## src/rtl/vga_pkg.sv

```systemverilog
// Shared 640x480@60 VGA timing constants and small helpers used by every
// block that paces or decodes the raster.
package vga_pkg;

  // Horizontal timing, in pixels.
  localparam int VGA_H_VISIBLE = 640;
  localparam int VGA_H_FP      = 16;
  localparam int VGA_H_SYNC    = 96;
  localparam int VGA_H_BP      = 48;
  localparam int VGA_H_TOTAL   = VGA_H_VISIBLE + VGA_H_FP + VGA_H_SYNC + VGA_H_BP;

  // Vertical timing, in lines.
  localparam int VGA_V_VISIBLE = 480;
  localparam int VGA_V_FP      = 10;
  localparam int VGA_V_SYNC    = 2;
  localparam int VGA_V_BP      = 33;
  localparam int VGA_V_TOTAL   = VGA_V_VISIBLE + VGA_V_FP + VGA_V_SYNC + VGA_V_BP;

  // System clocks per pixel (100 MHz board clock -> 25 MHz pixel rate).
  localparam int VGA_CLK_DIV   = 4;

  // Sync levels while inside the sync window (both negative for this mode).
  localparam logic VGA_HS_POL  = 1'b0;
  localparam logic VGA_VS_POL  = 1'b0;

  // Raster counter width.
  localparam int VGA_CNT_W     = 11;

  // True when lo <= val < hi, all compares 11-bit unsigned.
  function automatic logic in_window(input logic [VGA_CNT_W-1:0] val,
                                     input logic [VGA_CNT_W-1:0] lo,
                                     input logic [VGA_CNT_W-1:0] hi);
    return (val >= lo) && (val < hi);
  endfunction

endpackage

```

## src/rtl/pixel_tick_gen.sv

```systemverilog
// Pixel-rate clock enable: one-clk pix_en pulse every CLK_DIV system clocks.
// The pulse is the registered terminal count of the divider, so the first
// pulse arrives CLK_DIV clocks after reset release and CLK_DIV=1 yields a
// constant-high enable outside reset.
module pixel_tick_gen #(
  parameter int CLK_DIV = 4
) (
  input  logic clk,
  input  logic reset_n,
  output logic pix_en
);

  localparam int               DIV_W    = (CLK_DIV > 1) ? $clog2(CLK_DIV) : 1;
  localparam logic [DIV_W-1:0] DIV_LAST = DIV_W'(CLK_DIV - 1);

  logic [DIV_W-1:0] r_div_cnt;
  logic             r_pix_en;
  logic             w_div_last;

  assign w_div_last = (r_div_cnt == DIV_LAST);
  assign pix_en     = r_pix_en;

  // Divider counter wraps at CLK_DIV-1; pix_en registers the wrap cycle.
  // NOTE: sequential state uses non-blocking assignments so every register
  // samples pre-edge values and simulation matches the synthesized flops.
  always_ff @(posedge clk) begin
    if (!reset_n) begin
      r_div_cnt <= '0;
      r_pix_en  <= 1'b0;
    end else begin
      r_div_cnt <= w_div_last ? '0 : r_div_cnt + 1'b1;
      r_pix_en  <= w_div_last;
    end
  end

endmodule

```

## src/rtl/vga_timing_gen.sv

```systemverilog
// VGA raster timing generator. Counters advance on pix_en; every output is
// registered from the next-state counters so blank/hsync/vsync change on the
// same clk edge as the hcount/vcount they describe.
module vga_timing_gen
  import vga_pkg::*;
#(
  parameter int   CLK_DIV   = VGA_CLK_DIV,
  parameter int   H_VISIBLE = VGA_H_VISIBLE,
  parameter int   H_FP      = VGA_H_FP,
  parameter int   H_SYNC    = VGA_H_SYNC,
  parameter int   H_BP      = VGA_H_BP,
  parameter int   V_VISIBLE = VGA_V_VISIBLE,
  parameter int   V_FP      = VGA_V_FP,
  parameter int   V_SYNC    = VGA_V_SYNC,
  parameter int   V_BP      = VGA_V_BP,
  parameter logic HS_POL    = VGA_HS_POL,
  parameter logic VS_POL    = VGA_VS_POL
) (
  input  logic        clk,
  input  logic        reset_n,
  output logic        pix_en,
  output logic [10:0] hcount,
  output logic [10:0] vcount,
  output logic        blank,
  output logic        hsync,
  output logic        vsync,
  output logic        line_start,
  output logic        frame_start
);

  // Elaboration-time constants, all 11-bit unsigned.
  localparam logic [10:0] H_VIS    = 11'(H_VISIBLE);
  localparam logic [10:0] H_LAST   = 11'(H_VISIBLE + H_FP + H_SYNC + H_BP - 1);
  localparam logic [10:0] HS_START = 11'(H_VISIBLE + H_FP);
  localparam logic [10:0] HS_END   = 11'(H_VISIBLE + H_FP + H_SYNC);
  localparam logic [10:0] V_VIS    = 11'(V_VISIBLE);
  localparam logic [10:0] V_LAST   = 11'(V_VISIBLE + V_FP + V_SYNC + V_BP - 1);
  localparam logic [10:0] VS_START = 11'(V_VISIBLE + V_FP);
  localparam logic [10:0] VS_END   = 11'(V_VISIBLE + V_FP + V_SYNC);

  logic        w_pix_en;
  logic        w_h_wrap;
  logic        w_v_wrap;
  logic [10:0] w_hcount_nxt;
  logic [10:0] w_vcount_nxt;

  logic [10:0] r_hcount;
  logic [10:0] r_vcount;
  logic        r_blank;
  logic        r_hsync;
  logic        r_vsync;
  logic        r_line_start;
  logic        r_frame_start;

  pixel_tick_gen #(
    .CLK_DIV (CLK_DIV)
  ) u_pixel_tick_gen (
    .clk     (clk),
    .reset_n (reset_n),
    .pix_en  (w_pix_en)
  );

  // Wraps only fire on a real pixel advance, never on the reset-exit state.
  assign w_h_wrap = w_pix_en && (r_hcount == H_LAST);
  assign w_v_wrap = w_h_wrap && (r_vcount == V_LAST);

  // Next-state raster position.
  // NOTE: every always_comb output gets a default first so no path can leave
  // it unassigned and infer a latch.
  always_comb begin
    w_hcount_nxt = r_hcount;
    w_vcount_nxt = r_vcount;
    if (w_pix_en) begin
      if (r_hcount == H_LAST) begin
        w_hcount_nxt = '0;
        w_vcount_nxt = (r_vcount == V_LAST) ? 11'd0 : r_vcount + 11'd1;
      end else begin
        w_hcount_nxt = r_hcount + 11'd1;
      end
    end
  end

  // Register counters and decode the next-state position into zero-skew outputs.
  always_ff @(posedge clk) begin
    if (!reset_n) begin
      r_hcount      <= '0;
      r_vcount      <= '0;
      r_blank       <= 1'b0;
      r_hsync       <= ~HS_POL;
      r_vsync       <= ~VS_POL;
      r_line_start  <= 1'b0;
      r_frame_start <= 1'b0;
    end else begin
      r_hcount      <= w_hcount_nxt;
      r_vcount      <= w_vcount_nxt;
      r_blank       <= (w_hcount_nxt >= H_VIS) || (w_vcount_nxt >= V_VIS);
      r_hsync       <= in_window(w_hcount_nxt, HS_START, HS_END) ? HS_POL : ~HS_POL;
      r_vsync       <= in_window(w_vcount_nxt, VS_START, VS_END) ? VS_POL : ~VS_POL;
      r_line_start  <= w_h_wrap;
      r_frame_start <= w_v_wrap;
    end
  end

  assign pix_en      = w_pix_en;
  assign hcount      = r_hcount;
  assign vcount      = r_vcount;
  assign blank       = r_blank;
  assign hsync       = r_hsync;
  assign vsync       = r_vsync;
  assign line_start  = r_line_start;
  assign frame_start = r_frame_start;

endmodule

```

## config.mk

```make
export PLATFORM = sky130hd
export DESIGN_NAME = vga_timing_gen
export DESIGN_NICKNAME = d
export VERILOG_FILES = /design/src/rtl/vga_pkg.sv /design/src/rtl/pixel_tick_gen.sv /design/src/rtl/vga_timing_gen.sv
export SDC_FILE = /design/constraint.sdc
export NUM_CORES = 1
export LEC_CHECK = 0
export ABC_AREA = 0
export CORE_ASPECT_RATIO = 0.8
export CORE_MARGIN = 2
export CORE_UTILIZATION = 52
export DETAILED_ROUTE_END_ITERATION = 6
export GPL_TIMING_DRIVEN = 0
export PLACE_DENSITY = 0.79
export REMOVE_ABC_BUFFERS = 1
export SYNTH_ARGS = -nofsm -noshare
export SYNTH_HDL_FRONTEND = slang
export SYNTH_SLANG_ARGS = --single-unit
```

## constraint.sdc

```tcl
create_clock -name clk -period 2.3 [get_ports clk]
set_input_delay 0.23 -clock clk [delete_from_list [all_inputs] [get_ports clk]]
set_output_delay 0.23 -clock clk [all_outputs]
set_load 0.01 [all_outputs]
```

After elaboration in Yosys (flattened, before gate mapping)
Cells that the tools add are included.
{"block": "classes", "n_addsub": 3, "order_cmp": 6, "n_eq_ne": 3, "n_mux": 7, "bitwise_logic": 1, "reduce_logical": 6}
{"cell": "two-way mux 11 bit", "n": 5}
{"cell": "adder 11 x 1 -> 11 bit, second input constant", "n": 2}
{"cell": "equality test 11 x 10 -> 1 bit, second input constant", "n": 2}
{"cell": ">= comparator 11 x 10 -> 1 bit, second input constant", "n": 2}
{"cell": ">= comparator 11 x 9 -> 1 bit, second input constant", "n": 2}
{"cell": "less-than comparator 11 x 10 -> 1 bit, second input constant", "n": 1}
{"cell": "less-than comparator 11 x 9 -> 1 bit, second input constant", "n": 1}
{"cell": "logical AND 1 bit", "n": 4}
{"cell": "adder 2 x 1 -> 2 bit, second input constant", "n": 1}
{"cell": "equality test 2 bit, second input constant", "n": 1}
{"cell": "two-way mux 1 bit", "n": 2}
{"cell": "OR reduction 2 bit", "n": 1}
{"cell": "logical OR 1 bit", "n": 1}
{"cell": "inverter 1 bit", "n": 1}
{"block": "word_totals", "register_bits": 30, "inputBits": 2, "output_inout_bits": 28, "word_cells": 35}

Longest topological paths before layout
Gate-level depths: netlist of run 1.
{"block": "logic_depth", "word_depth": 7, "ltp_mapped": 7, "ltp_nobuf": 7}

Modules after synthesis
Synthesis of run 1 repeated with hierarchy kept, for this count alone.
{"block": "hier_totals", "cells_unflattened": 192, "area_unflattened_um2": 1597.8}
{"mod": "vga_timing_gen", "n_inst": 1, "cells_per_inst": 185, "area_each_um2": 1496.4, "seq_area_each_um2": 540.5}
{"mod": "pixel_tick_gen", "n_inst": 1, "cells_per_inst": 7, "area_each_um2": 101.3, "seq_area_each_um2": 60.1}

Worst setup path before layout of run 1
OpenSTA, ideal clock, no wires.
{"block": "synth_timing", "path_kind": "register to register", "start": "reg r_hcount[0], in the netlist hcount[0]", "end": "reg r_blank, in the netlist blank", "setup_ns": 0.138, "t_arrival_ns": 2.022, "t_required_ns": 2.162, "path_slack_ns": 0.140, "path_stages_with_launch": 8, "path_buffers": 1, "period_less_slack_ns": 2.160, "cell_sequence": "dfxtp_1 -> ha_1 -> nand3_2 -> or4b_1 -> buf_2 -> and2_1 -> a221oi_1 -> o221ai_1"}
{"block": "synth_between", "elab_chain_cells": 5, "elab_cells_between_ends": 9, "classes_between": "add/sub: 1; order compare: 2; eq/ne: 1; mux: 4; reduce/logical: 1"}
{"item": "start, declared", "line": "vga_timing_gen.sv:47", "text": "logic [10:0] r_hcount;"}
{"item": "start signal, assigned", "line": "vga_timing_gen.sv:94", "text": "r_hcount <= w_hcount_nxt;"}
{"item": "adder 11 x 1 -> 11 bit / equality test 11 x 10 -> 1 bit (equally long branches)", "line": "vga_timing_gen.sv:78, vga_timing_gen.sv:74"}
{"item": "two-way mux 11 bit", "line": "vga_timing_gen.sv:74", "text": "if (r_hcount == H_LAST) begin"}
{"item": "two-way mux 11 bit", "line": "vga_timing_gen.sv:73", "text": "if (w_pix_en) begin"}
{"item": ">= comparator 11 x 10 -> 1 bit / >= comparator 11 x 9 -> 1 bit (equally long branches)", "line": "vga_timing_gen.sv:96", "text": "r_blank <= (w_hcount_nxt >= H_VIS) || (w_vcount_nxt >= V_VIS);"}
{"item": "logical OR 1 bit *", "line": "vga_timing_gen.sv:96"}
{"item": "end signal, assigned", "line": "vga_timing_gen.sv:96"}
{"item": "end, declared", "line": "vga_timing_gen.sv:49", "text": "logic r_blank;"}
Every way passes the cells marked *; elsewhere a longest branch is shown, timed or not.
A chain may end at the register's enable or synchronous reset.

Final worst setup path of run 1
{"block": "layout_timing", "start": "reg r_hcount[1], in the netlist hcount[1]", "end": "reg r_vsync, in the netlist vsync"}
{"block": "layout_between", "elab_chain_cells": 6, "elab_cells_between_ends": 7, "classes_between": "order compare: 2; eq/ne: 1; mux: 3; reduce/logical: 1"}
{"item": "equality test 11 x 10 -> 1 bit *", "line": "vga_timing_gen.sv:74"}
{"item": "two-way mux 11 bit *", "line": "vga_timing_gen.sv:74"}
{"item": "two-way mux 11 bit *", "line": "vga_timing_gen.sv:73"}
{"item": ">= comparator 11 x 9 -> 1 bit / less-than comparator 11 x 9 -> 1 bit (equally long branches)", "line": "vga_pkg.sv:33", "text": "return (val >= lo) && (val < hi);"}
{"item": "logical AND 1 bit *", "line": "vga_pkg.sv:33"}
{"item": "two-way mux 1 bit *", "line": "vga_timing_gen.sv:98", "text": "r_vsync <= in_window(w_vcount_nxt, VS_START, VS_END) ? VS_POL : ~VS_POL;"}
{"item": "end signal, assigned", "line": "vga_timing_gen.sv:90", "text": "r_vsync <= ~VS_POL;"}
{"item": "end signal, assigned", "line": "vga_timing_gen.sv:98"}
{"item": "end, declared", "line": "vga_timing_gen.sv:51", "text": "logic r_vsync;"}
Marks and branches as above.

==> out/metrics.cfg, run 1 <==
[status]
status=completed

[worst_setup_path]
worstSetupPathType=flop to flop
setup.worst_path.start=hcount[1]
cp_max_fo=12
endpoint_kind=flop
critical_path_required_ns=2.50
cp-endpoint=vsync
timing.rr.end=vsync
ff2ff_setup_slack_ns=0.13
rr_startpoint=hcount[1]
reg2regPathDepth=7
crit_arrival_ns=2.38
startpoint_type=flop

[route]
wl_per_cell_microns=14.29
routed_wl_microns=3802
wl_met1_microns=1810
wl_met3_microns=268
avgViaCountPerCell=5.748
dr.first_iter.drc_count=137
firstDrtPassIters=4
vias=1529
ant_nets=0
dr_wl_met2_microns=1659
topRoutingLayerUsed=met4
detail_route.drc_violations=0

[floorplan]
chipWidth_microns=66.75
die-area_sq_um=3617
dieHeight_microns=54.20
start_util_pct=53.87
fp-row-count=18
io_pins=30
coreArea_sq_um=3040

[logic_synthesis]
synthArstFlopShare_pct=0
yosys_most_used_dff=dfxtp_1
synth_xor_xnor_area_share_pct=11.23
synth_top_family_by_area=simple AND/OR/NAND/NOR gates
ys_types=43
syn_avg_cell_area_sq_um=8.356
synth_compound_area_share_pct=9.778
muxShareOfSynthArea_pct=1.833
synthAdderAreaFrac_pct=3.056
synth_cells=196
synth_edf_count=0
ys_seq_area_share_pct=36.67
synth_seq_cells=30
synth-simple-area-share_pct=32.24
netlist_area_sq_um=1638
ys.warnings.count=0

[power]
power.density_nw_per_um2=482.8
p_sw_share_pct=22.17
power_frac_comb_pct=2.6
p_seq_share_pct=53.1
p_leak_nw=0.7159
switchingPower_w=0.0002212
p_int_w=0.0007767
clkPwrFrac_pct=44.2
ir_worst_vdd_uv=408.6

[timing]
min_period_over_period_pct=94.46
fin_crit_ns=2.173
fin_ws_ns=0.1274
fin_worst_skew_ns=0.007933
setup_viol=0
hold_violations=0
maxSlewHeadroom_pct=72.96
fmax_ghz=0.4603
tightest_slew_ns=0.3954
slew_viol_final=0

[final_layout]
final_cell_mix=clkdlybuf4s50_1 (29), nor2_1 (28), dfxtp_1 (28), nand2_1 (18), xnor2_1 (14)
syn_to_final_growth_pct=26.20
final_cells=266
num-nets-final=231
fin_area_sq_um=2067
drive_above_1_share_pct=10.62
layout_commonest_cell=clkdlybuf4s50_1
fillers=240
antenna_cells=0

[global_routing]
grt_pass1_vias=1295
grt_pass1_wl_microns=6175
antenna_found_initial=0
grt_start_max_net_pins=13
grt-ovfl-total=0
grt_usage_pct=23.36

[placement]
place_hpwl_microns=2625
place_ws_ns=-0.3850
numPlacedInstances=255
place_congestion=0.8176
postPlaceCellArea_sq_um=1923
portBuffers=29

[clock_tree]
cts_root_buffer=clkbuf_8
insertion_delay_ns=0.28
clock_path_buffers=2
clock-sinks=30
htree_levels=2
cts_tree=done
cts.reportedPaths.clkPinSlew_ns=0.07
cts_buffers=5

[hold_path]
min_path_type=flop to flop

[job]
cap_violations=0

==> worst min-delay path by stage <==
stage	from	endpoint	slack (ns)	depth (start not counted)
after global routing	u_pixel_tick_gen.r_div_cnt[0]	u_pixel_tick_gen.r_div_cnt[0]	0.46	1
after floorplan	reset_n	hsync	0.33	1
after global placement	u_pixel_tick_gen.r_div_cnt[0]	u_pixel_tick_gen.r_div_cnt[0]	0.42	1
after CTS	u_pixel_tick_gen.r_div_cnt[0]	u_pixel_tick_gen.r_div_cnt[0]	0.44	1
after detailed placement	u_pixel_tick_gen.r_div_cnt[0]	u_pixel_tick_gen.r_div_cnt[0]	0.43	1
final	u_pixel_tick_gen.r_div_cnt[0]	u_pixel_tick_gen.r_div_cnt[0]	0.44	1
==> power groups by stage <==
stage	Clock [W]	Combinational, W	Sequential (W)
floorplan	0	0.0000132	0.000542
global placement	0	0.0000232	0.000542
detailed placement	0	0.0000253	0.000542
CTS	0.000448	0.0000263	0.000530
global route	0.000470	0.0000289	0.000531
finish	0.000441	0.0000263	0.000530
==> layout make-up <==
type,count,area [sq um],area share (%)
well taps,40,50.05,2.421
clock inverters,2,12.51,0.6053
clock buffers,6,82.58,3.995
inverters,8,30.03,1.453
flip-flops and latches,30,603.1,29.18
repair buffers,32,312.8,15.13
multi-input cells,148,975.9,47.22
==> registers in the layout, indices dropped and copies added (netlist names) <==
register                    cells
blank                           1
frame_start                     1
line_start                      1
u_pixel_tick_gen.pix_en         1
vcount                         11
hsync                           1
vsync                           1
u_pixel_tick_gen.r_div_cnt      2
hcount                         11
==> kinds of logic after synthesis <==
kind of cell / after synthesis
and+or+nand+nor: 96
xor gates and xnor gates: 21
adders and majority gates: 4
buffers and inverters: 18
AOI/OAI and AO/OA: 24
DFF: 30
muxes: 3
==> synth_stat cells (2+ instances only) <==
cell type,instances,area share [%]
nand2_1,18,4.1
a21oi_1,3,0.92
inv_1,7,1.6
xor2_1,7,3.7
nand4b_1,3,1.6
dfxtp_1,30,37
nor2_1,28,6.4
ha_1,4,3.1
nand3_1,6,1.8
o21ai_0,8,2.4
and4_1,2,1.1
mux2i_1,3,1.8
clkbuf_1,3,0.69
or2_2,4,1.5
nand4_1,11,4.2
nor2b_1,3,1.1
and3_1,3,1.1
and2_1,2,0.76
nor3_1,6,1.8
xnor2_1,14,7.5
buf_2,5,1.5
a2111oi_0,2,1.1
nor4_1,4,1.5
==> through the flow <==
stage	total power [W]	hold slack [ns]	setup TNS (ns)	util (%)
2_1_floorplan	0.0005547	0.3266	-0.004905	-
3_3_place_gp	0.0005647	0.4163	-3.323	63.25
3_5_place_dp	0.0005671	0.4327	-3.635	63.25
4_1_cts	0.001004	0.4449	-0.003697	66.87
5_1_grt	0.001030	0.4560	-0.002537	67.98
6_report	0.0009979	0.4430	0	67.98
==> timing repair <==
item,4_1_cts,5_1_grt
hold buffers,0,0
pin swaps,0,2
endpoints found under the setup margin,13,3
endpoints found under the hold margin,0,0
buffers inserted,0,3
resized for setup,3,4
==> layer usage <==
metal / up-vias / GRT usage (%)
met5: - / 0
met4: 0 / 10.54
met3: 8 / 6.067
met2: 62 / 33.50
met1: 709 / 32.82
li1: 750 / -
==> critical path, stage by stage, from the launching register on <==
cell	delay [ns]
dfxtp_1	0.39
ha_2	0.24
nand3_2	0.17
or4b_4	0.55
buf_4	0.19
o21ai_4	0.33
a21oi_1	0.11
o2111ai_1	0.12
Power figures use the tool's default switching activity.
==> run 2, diff against run 1 <==
- CELL_PAD_IN_SITES_DETAIL_PLACEMENT: default -> 0
- CELL_PAD_IN_SITES_GLOBAL_PLACEMENT: default -> 1
- CORE_UTILIZATION: 52 -> 38
- PLACE_DENSITY: 0.79 -> default
- PLACE_DENSITY_LB_ADDON: default -> 0.1
==> run 2 against run 1 <==
Global-route usage decreased by 5.6 points. Die area increased by 34%. Total power increased by 9.7%. Largest cell class unchanged.
==> out/metrics.cfg, run 2 (synthesis results as in run 1) <==
[final_layout]
final_core_util_pct=51.05  ; -17 points
antenna_cells=0  ; unchanged
layout_commonest_cell=clkdlybuf4s50_1
regArea_sq_um=603.1  ; unchanged
final_cell_mix=clkdlybuf4s50_1 (29), nor2_1 (28), dfxtp_1 (28), nand2_1 (18), xnor2_1 (14)
drive_above_1_share_pct=10.62  ; unchanged
multi_input_area_sq_um=982.2  ; +0.64%
num-nets-final=232  ; +0.43%
syn_to_final_growth_pct=29.41
fillers=419  ; +75%
fin_area_sq_um=2120  ; +2.5%
final_cells=283  ; +6.4%

[power]
power.total_w=0.001095  ; +9.7%
ir_worst_vdd_uv=460.7  ; +13%
p_leak_nw=0.7273  ; +1.6%
power.density_nw_per_um2=516.7  ; +7.0%

[hold_path]
min_from=u_pixel_tick_gen.r_div_cnt[0]
hold_end=u_pixel_tick_gen.r_div_cnt[0]
min_path_type=flop to flop
hold_depth=1  ; unchanged

[route]
dr.first_iter.drc_count=111  ; -19%
avgViaCountPerCell=5.212  ; -9.3%
firstDrtPassIters=4  ; unchanged
ant_nets=0  ; unchanged
vias=1475  ; -3.5%
routed_wl_microns=4066  ; +6.9%
wl_per_cell_microns=14.37  ; +0.52%
detail_route.drc_violations=0  ; unchanged

[global_routing]
grt-ovfl-total=0  ; unchanged
antenna_found_initial=0  ; unchanged
grt_pass1_wl_microns=6872  ; +11%
grt_pass1_vias=1416  ; +9.3%
grt_usage_pct=17.73  ; -5.6 points
grt_start_max_net_pins=13  ; unchanged

[timing]
fin_worst_skew_ns=0.006041  ; -0.001891 ns
maxSlewHeadroom_pct=72.32  ; -0.64 points
hold_violations=0  ; unchanged
min_period_over_period_pct=94.49  ; about the same
tightest_slew_ns=0.4048  ; +0.009383 ns
hold_ws_ns=0.4305  ; -0.01245 ns
fmax_ghz=0.4601  ; about the same
setup_viol=0  ; unchanged
slew_viol_final=0  ; unchanged
fin_crit_ns=2.173  ; +0.0006450 ns

[job]
cap_violations=0  ; unchanged

[worst_setup_path]
path_cells=ha_2, nand3_4, or4b_4, and2_1, a221oi_1, o221ai_1
cp_max_fo=6  ; -6
critical_path_required_ns=2.44  ; -0.06 ns
startpoint_type=flop
slowest_stage=or4b_4
ff2ff_setup_slack_ns=0.13  ; about the same
slowest_delay_ns=0.57  ; +0.02 ns
worstSetupPathType=flop to flop
endpoint_kind=flop
rr_startpoint=hcount[0]
timing.rr.end=blank
reg2regPathDepth=6  ; -1
crit_arrival_ns=2.32  ; -0.06 ns

[clock_tree]
cts_tree=done
cts_buffers=5  ; unchanged
insertion_delay_ns=0.28  ; about the same
cts_hold_buffers=0  ; unchanged
clock-sinks=30  ; unchanged
cts_root_buffer=clkbuf_8
cts.reportedPaths.clkPinSlew_ns=0.06  ; about the same
clock_path_buffers=2  ; unchanged
htree_levels=2  ; unchanged

[floorplan]
io_pins=30  ; unchanged
start_util_pct=39.45  ; -14 points
dieHeight_microns=62.72  ; +16%
chipWidth_microns=77.40  ; +16%
coreArea_sq_um=4151  ; +37%
die-area_sq_um=4855  ; +34%
fp-row-count=21  ; +3

[placement]
place_hpwl_microns=2879  ; +9.7%
portBuffers=29  ; unchanged
place_congestion=0.7893  ; -3.5%
numPlacedInstances=272  ; +6.7%
postPlaceCellArea_sq_um=1944  ; +1.1%

[status]
status=completed

[run 2: worst max path at each step]
| stage | from | end | slack (ns) | cells past startpoint |
|---|---|---|---|---|
| 2_1_floorplan | hcount[0] | blank | -0.005 | 5 |
| 3_5_place_dp | hcount[0] | blank | -0.53 | 5 |
| 4_1_cts | hcount[0] | blank | 0.002 | 6 |
| 6_report | hcount[0] | blank | 0.13 | 6 |
| 5_1_grt | hcount[0] | blank | -0.01 | 6 |
| 3_3_place_gp | hcount[0] | blank | -0.45 | 5 |
[run 2: stage by stage]
stage	TNS, ns	worst slack (ns)
4_1_cts	0	0.002045
2_1_floorplan	-0.004905	-0.004905
3_3_place_gp	-3.965	-0.4498
3_5_place_dp	-5.204	-0.5282
5_1_grt	-0.01125	-0.01125
6_report	0	0.1268
[run 2: repair_timing]
item | in CTS | in global routing
setup buffers | 2 | 2
gates resized for setup | 2 | 6
pin swaps | 2 | 1
endpoints found under the setup margin | 13 | 6
[run 2: area by class of cell]
| type | count | area share, % |
|---|---|---|
| clock buffers | 6 | 3.896 |
| clock inverters | 1 | 1.417 |
| flip-flops and latches | 30 | 28.45 |
| repair buffers | 33 | 15.11 |
| multi-input cells | 148 | 46.34 |
| well taps | 57 | 3.365 |
| inverters | 8 | 1.417 |
[run 2: power breakdown]
| group | switching (W) | internal, W |
|---|---|---|
| clock network | 0.000193 | 0.000346 |
| registers | 0.00000492 | 0.000526 |
| logic | 0.0000148 | 0.0000106 |
| total | 0.000213 | 0.000882 |
[run 2: critical path: cells and delay by family (launching register included)]
| family | cells | cell delay, ns |
|---|---|---|
| AO/OA/AOI/OAI | 2 | 0.46 |
| adder cells (fa/ha/maj) | 1 | 0.27 |
| flip-flops | 1 | 0.42 |
| AND/OR/NAND/NOR | 3 | 0.89 |
[run 2: per-layer routing]
layer | track usage [%] | wire [microns] | share of wire (%)
met1 | 26.97 | 2242 | 55
met2 | 24.24 | 1643 | 40
met3 | 4.046 | 161 | 4.0
met4 | 6.027 | 18 | 0.44
met5 | 0 | 0 | 0
==> run 3, diff against run 2 <==
- SLEW_MARGIN: default -> 20
==> results of run 3 <==
Same layout as run 2: the final DEF is identical, and so are final timing and power.
